$ cat src/rtl/binary_round_controller.sv
// binary_round_controller
// Round sequencer for the binary game: picks a pseudo-random 8-bit target per
// round, runs a per-round countdown, judges the switch value against the target
// and keeps the running score. A game ends after ROUNDS rounds or on Quit.
//
// Optional feature macro: BRC_STREAK_BONUS_EN
//   defined   -> the 3rd and later consecutive correct answers score 2
//   undefined -> every correct answer scores 1, no streak register exists
//
// Input contract: Start, Submit and Quit are single-cycle pulses from
// debounced sources. There is no back-pressure. Every cycle a pulse is high
// counts as one event, and it is acted on only in the states that accept it.
// Events in any other state are dropped.
module binary_round_controller #(
    parameter int         ROUNDS        = 10,
    parameter int         TICKS_PER_SEC = 100000000,
    parameter int         ROUND_SECS    = 10,
    parameter logic [7:0] LFSR_SEED     = 8'hA5
) (
    input  logic       Clk,
    input  logic       Reset_n,
    input  logic       Start,
    input  logic       Submit,
    input  logic       Quit,
    input  logic [7:0] userNumber,
    output logic [7:0] targetNumber,
    output logic [3:0] timeLeft,
    output logic [3:0] roundNum,
    output logic [7:0] playerScore,
    output logic       lastCorrect,
    output logic       q_Idle,
    output logic       q_NewRound,
    output logic       q_Play,
    output logic       q_Judge,
    output logic       q_Done
);

    localparam logic [2:0] S_IDLE     = 3'd0;
    localparam logic [2:0] S_NEWROUND = 3'd1;
    localparam logic [2:0] S_PLAY     = 3'd2;
    localparam logic [2:0] S_JUDGE    = 3'd3;
    localparam logic [2:0] S_DONE     = 3'd4;

    localparam int            TW       = (TICKS_PER_SEC > 1) ? $clog2(TICKS_PER_SEC) : 1;
    localparam logic [TW-1:0] TICK_MAX = TW'(TICKS_PER_SEC - 1);

    logic [2:0]    state;
    logic [2:0]    state_next;
    logic [7:0]    lfsr;
    logic [TW-1:0] tick;
    logic          match_q;
    logic [7:0]    score_add;
    logic [8:0]    score_sum;

    logic start_ok;
    logic quit_ok;
    logic tick_wrap;
    logic timeout;
    logic to_judge;

    // Start only counts from IDLE or DONE; Quit only while a round is running.
    assign start_ok  = Start && ((state == S_IDLE) || (state == S_DONE));
    assign quit_ok   = Quit && ((state == S_NEWROUND) || (state == S_PLAY) || (state == S_JUDGE));
    assign tick_wrap = (tick == TICK_MAX);
    assign timeout   = (state == S_PLAY) && tick_wrap && (timeLeft == 4'd1);
    // Quit beats both Submit and timeout. Submit and timeout lead to the same
    // state, and match_q records which one it was.
    assign to_judge  = (state == S_PLAY) && !Quit && (Submit || timeout);

    assign q_Idle     = (state == S_IDLE);
    assign q_NewRound = (state == S_NEWROUND);
    assign q_Play     = (state == S_PLAY);
    assign q_Judge    = (state == S_JUDGE);
    assign q_Done     = (state == S_DONE);

`ifdef BRC_STREAK_BONUS_EN
    logic [1:0] streak;

    // Count consecutive correct answers, saturating at 3; a miss, Quit or Start clears it.
    always_ff @(posedge Clk or negedge Reset_n) begin
        if (!Reset_n) begin
            streak <= 2'd0;
        end else if (start_ok || quit_ok) begin
            streak <= 2'd0;
        end else if (state == S_JUDGE) begin
            if (match_q) begin
                streak <= (streak == 2'd3) ? 2'd3 : streak + 2'd1;
            end else begin
                streak <= 2'd0;
            end
        end
    end

    // Two or more correct answers already in a row means this one is the 3rd or later.
    assign score_add = streak[1] ? 8'd2 : 8'd1;
`else
    assign score_add = 8'd1;
`endif

    assign score_sum = {1'b0, playerScore} + {1'b0, score_add};

    // Next-state decode.
    always_comb begin
        state_next = state;
        case (state)
            S_IDLE:     if (Start) state_next = S_NEWROUND;
            S_NEWROUND: state_next = Quit ? S_DONE : S_PLAY;
            S_PLAY: begin
                if (Quit)          state_next = S_DONE;
                else if (to_judge) state_next = S_JUDGE;
            end
            S_JUDGE: begin
                if (Quit || (roundNum == 4'(ROUNDS))) state_next = S_DONE;
                else                                  state_next = S_NEWROUND;
            end
            S_DONE:     if (Start) state_next = S_NEWROUND;
            default:    state_next = S_IDLE;
        endcase
    end

    // State register.
    always_ff @(posedge Clk or negedge Reset_n) begin
        if (!Reset_n) state <= S_IDLE;
        else          state <= state_next;
    end

    // Free-running Fibonacci LFSR, x^8+x^6+x^5+x^4+1. It advances every cycle, so targets depend on when play starts.
    always_ff @(posedge Clk or negedge Reset_n) begin
        if (!Reset_n) lfsr <= LFSR_SEED;
        else          lfsr <= {lfsr[6:0], lfsr[7] ^ lfsr[5] ^ lfsr[4] ^ lfsr[3]};
    end

    // Countdown timer. It reloads in NEWROUND, runs only in PLAY, and freezes on Quit.
    always_ff @(posedge Clk or negedge Reset_n) begin
        if (!Reset_n) begin
            tick     <= '0;
            timeLeft <= 4'd0;
        end else if ((state == S_NEWROUND) && !Quit) begin
            tick     <= '0;
            timeLeft <= 4'(ROUND_SECS);
        end else if ((state == S_PLAY) && !Quit) begin
            if (tick_wrap) begin
                tick     <= '0;
                timeLeft <= timeLeft - 4'd1;
            end else begin
                tick <= tick + TW'(1);
            end
        end
    end

    // Round bookkeeping: the target and round number load in NEWROUND, and the verdict is captured on leaving PLAY.
    always_ff @(posedge Clk or negedge Reset_n) begin
        if (!Reset_n) begin
            targetNumber <= 8'd0;
            roundNum     <= 4'd0;
            match_q      <= 1'b0;
        end else begin
            if (start_ok) begin
                roundNum <= 4'd0;
            end else if ((state == S_NEWROUND) && !Quit) begin
                targetNumber <= lfsr;
                roundNum     <= roundNum + 4'd1;
            end
            if (to_judge) begin
                match_q <= Submit && (userNumber == targetNumber);
            end
        end
    end

    // Score and last result. JUDGE applies its update even when Quit arrives in the same cycle.
    always_ff @(posedge Clk or negedge Reset_n) begin
        if (!Reset_n) begin
            playerScore <= 8'd0;
            lastCorrect <= 1'b0;
        end else if (start_ok) begin
            playerScore <= 8'd0;
            lastCorrect <= 1'b0;
        end else if (state == S_JUDGE) begin
            lastCorrect <= match_q;
            if (match_q) begin
                playerScore <= score_sum[8] ? 8'hFF : score_sum[7:0];
            end
        end
    end

endmodule
$ cat config.mk
export PLATFORM = sky130hd
export DESIGN_NAME = binary_round_controller
export DESIGN_NICKNAME = d
export VERILOG_FILES = /design/src/rtl/binary_round_controller.sv
export SDC_FILE = /design/constraint.sdc
export NUM_CORES = 1
export LEC_CHECK = 0
export CAP_MARGIN = 20
export CORE_MARGIN = 2
export CORE_UTILIZATION = 57
export CTS_CLUSTER_DIAMETER = 30
export DETAILED_ROUTE_END_ITERATION = 6
export DONT_BUFFER_PORTS = 1
export GPL_TIMING_DRIVEN = 0
export PLACE_DENSITY = 0.81
export SYNTH_ARGS = -nofsm -noshare
export SYNTH_HDL_FRONTEND = slang
export SYNTH_SLANG_ARGS = --single-unit
$ cat constraint.sdc
create_clock -name Clk -period 2.2 [get_ports Clk]
set_input_delay 0.22 -clock Clk [delete_from_list [all_inputs] [get_ports Clk]]
set_output_delay 0.22 -clock Clk [all_outputs]
set_load 0.05 [all_outputs]
==> out/metrics.cfg <==
[logic_synthesis]
yosys.area.top_type=dfrtp_1
primary_flip_flop_cell_chosen_by_synthesis_mapping=dfrtp_1
post_synth_main_area_contributors=dfrtp_1, xnor2_1, nand2_1
ys.warnings.count=0
synth_area_um2=3247
postSynthAreaPerCell_um2=9.635
syn-instance-count=337
postSynthRegisterBits=64
synth_top_area_share_pct=46.24
synth_enable_flop_cells=0
yosysUniqueCellTypes=45
synth_seq_area_share_pct=49.48
synth_async_sr_flop_share_pct=100.0
postSynthNetCount=356

[global_routing]
residual_overflow_from_global_routing=0
grt_start_max_net_pins=65
global_route_usage_sum_pct=25.54
grt_pass1_vias=2601
antenna_found_initial=0
grt_first_pass_wirelength_um=12420

[detailed_routing]
first_iter_violations=156
drtPass1Iterations=4
detailroute.via_count=2585
post_drt_via_cell_ratio=5.835
wl_um=7225
route.antenna.remaining_nets=0
wire_per_inst_um=16.31
drc=0

[sta]
min_period_over_period_pct=97.82
worst_clock_skew_on_the_final_layout_ns=0.01070
fin_ws_ns=0.04802
setup_viol=0
worst_slew_pin_slew_ns=0.9299
fin_hold_ws_ns=0.07502
max_clk_rate_mhz=464.7
final_count_of_hold_timing_violations=0
grt_setup_unrepaired=true
fin_crit_ns=2.152
slew-limit-headroom_pct=37.78
report.final.slew_viol_count=0

[placed_design]
placement.setup.worst_slack_ns=-0.1370
dp_hpwl_um=4717
gp_routability_congestion=0.8365
placed_cell_area_um2=3359
count_of_buffers_from_port_buffering=0

[power]
part_of_the_total_power_dissipated_in_combinational_logic_pct=26.2
netSwitchingPower_mw=1.504
power_report.internal_total_mw=2.251
power_density_nw_per_um2=986.5
seq_power_share_pct=44.2
clock_power_share_pct=29.6
p_sw_share_pct=40.06
ir_drop_uv=809.3
p_leak_nw=1.709

[flow_run]
cap_violations=0

[clocking]
cts_root_buffer=clkbuf_8
cts_sinks=64
cts_tree=done
path_clk_slew_ns=0.07
maximum_clock_path_buffer_count=2
htree_num_levels=3
clkLatencyLatePin_ns=0.34
total_clock_buffers_created_by_cts=9

[layout]
n_antenna_cell=0
post_route_cells_drive_above_1_share_pct=17.25
mostFrequentLayoutCells=dfrtp_1, nand2_1, nor2_1, xnor2_1
fin_util_pct=69.12
area.growth.synth_to_final_pct=17.23
layout_commonest_cell=dfrtp_1
final_area_um2=3806
nNetsFinal=385

[min_path]
hp-class=input pin to flip-flop

[worst_setup_path]
critPathArrivalTime_ns=2.38
timing.critical_path.from_type=flip-flop
cp_max_fo=10
critPathCaptureType=flip-flop
path_class=flip-flop to flip-flop
required_ns=2.43

[die]
initial_utilization_pct=58.96
num_rows=27
design.portCount=43
fp.coreArea_um2=5507
chipWidth_um=79.48
dieArea_um2=6316
die_y_um=79.48

[outcome]
status=completed

## critical path, stage by stage, from the launching register on
cell and delay, ns:
dfrtp_1 0.38, buf_6 0.15, or3b_4 0.39, or3_1 0.36, buf_2 0.17, nor4_1 0.36
xnor2_1 0.18, nor2_2 0.04
## routing by layer
metal	track usage, %	wire, um	vias up
li1	-	-	1235
met1	31.70	3056	1261
met2	42.18	3596	76
met3	9.276	466	13
met4	6.897	106	0
met5	0	0	-
## synthesized netlist by cell type (all sizes together), types with 3 or more instances
| cell type | n |
|---|---|
| ha | 6 |
| buf | 5 |
| and4 | 5 |
| o21ai | 8 |
| nand3 | 17 |
| dfstp | 4 |
| nor4b | 3 |
| xor2 | 17 |
| xnor2 | 21 |
| and3 | 3 |
| nand4 | 13 |
| nor2 | 43 |
| dfrtp | 60 |
| nand2 | 48 |
| inv | 13 |
| a21oi | 8 |
| clkbuf | 5 |
| nor4 | 10 |
| a31oi | 3 |
| nor3 | 14 |
| or4 | 4 |
| nand2b | 4 |
## final timing paths
path	startpoint	cells after the start	slack (ns)	to
worst max-delay path	state[2]	7	0.05	tick[23]
min in group asynchronous	Reset_n	2	0.42	tick[22]
worst min-delay path	Quit	3	0.08	targetNumber[5]
max in group asynchronous	Reset_n	2	1.47	lfsr[5]
worst min register to register	lfsr[6]	0	0.38	lfsr[7]
worst max register to register	state[2]	7	0.05	tick[23]
## layout make-up
| type | instances | area [um^2] |
|---|---|---|
| Timing Repair Buffer | 18 | 171.4 |
| Sequential cell | 64 | 1612 |
| Inverter | 13 | 48.80 |
| Clock inverter | 7 | 96.34 |
| Clock buffer | 9 | 123.9 |
| Fill cell | 406 | 1700 |
| Buffer | 10 | 68.82 |
| Multi-Input combinational cell | 250 | 1595 |
| Tap cell | 72 | 90.09 |
## flip-flops by register name, summed over array words and instances (netlist names)
signal and cells:
tick 27, timeLeft 4, lfsr 8, state 3
lastCorrect 1, match_q 1, roundNum 4, targetNumber 8
playerScore 8
## stage by stage
| stage | TNS, ns | total power, mW | instances |
|---|---|---|---|
| after CTS | 0 | 3.677 | 431 |
| after detailed placement | -2.703 | 2.502 | 410 |
| after global placement | -1.173 | 2.440 | 409 |
| after floorplan | 0 | 2.295 | 337 |
| after global routing | -0.1319 | 3.952 | 443 |
| final | 0 | 3.755 | 443 |
## power groups by stage
stage / Sequential, mW / Combinational (mW) / Clock, mW
2_1_floorplan: 1.63 / 0.664 / 0
3_3_place_gp: 1.67 / 0.774 / 0
3_5_place_dp: 1.67 / 0.828 / 0
4_1_cts: 1.65 / 0.901 / 1.12
5_1_grt: 1.68 / 1.08 / 1.19
6_report: 1.66 / 0.983 / 1.11
## logic make-up (layout without fill, tap and decap cells)
family / Yosys count / after routing / share of synthesized area (%)
simple gates: 174 / 174 / 27.71
mux: 4 / 4 / 1.310
xor+xnor: 38 / 38 / 10.25
fa+ha+maj: 6 / 6 / 2.312
buf+inv: 23 / 57 / 3.198
compound gates: 28 / 28 / 5.742
flops: 64 / 64 / 49.48
## repair_timing
| item | CTS | global route |
|---|---|---|
| gates cloned | 0 | 1 |
| hold endpoints to repair | 64 | 0 |
| pin swaps | 2 | 5 |
| resized for setup | 2 | 19 |
| endpoints found under the setup margin | 24 | 41 |
| buffers inserted | 3 | 9 |
| hold buffers | 2 | 0 |
(Power assumes the default switching activity.)
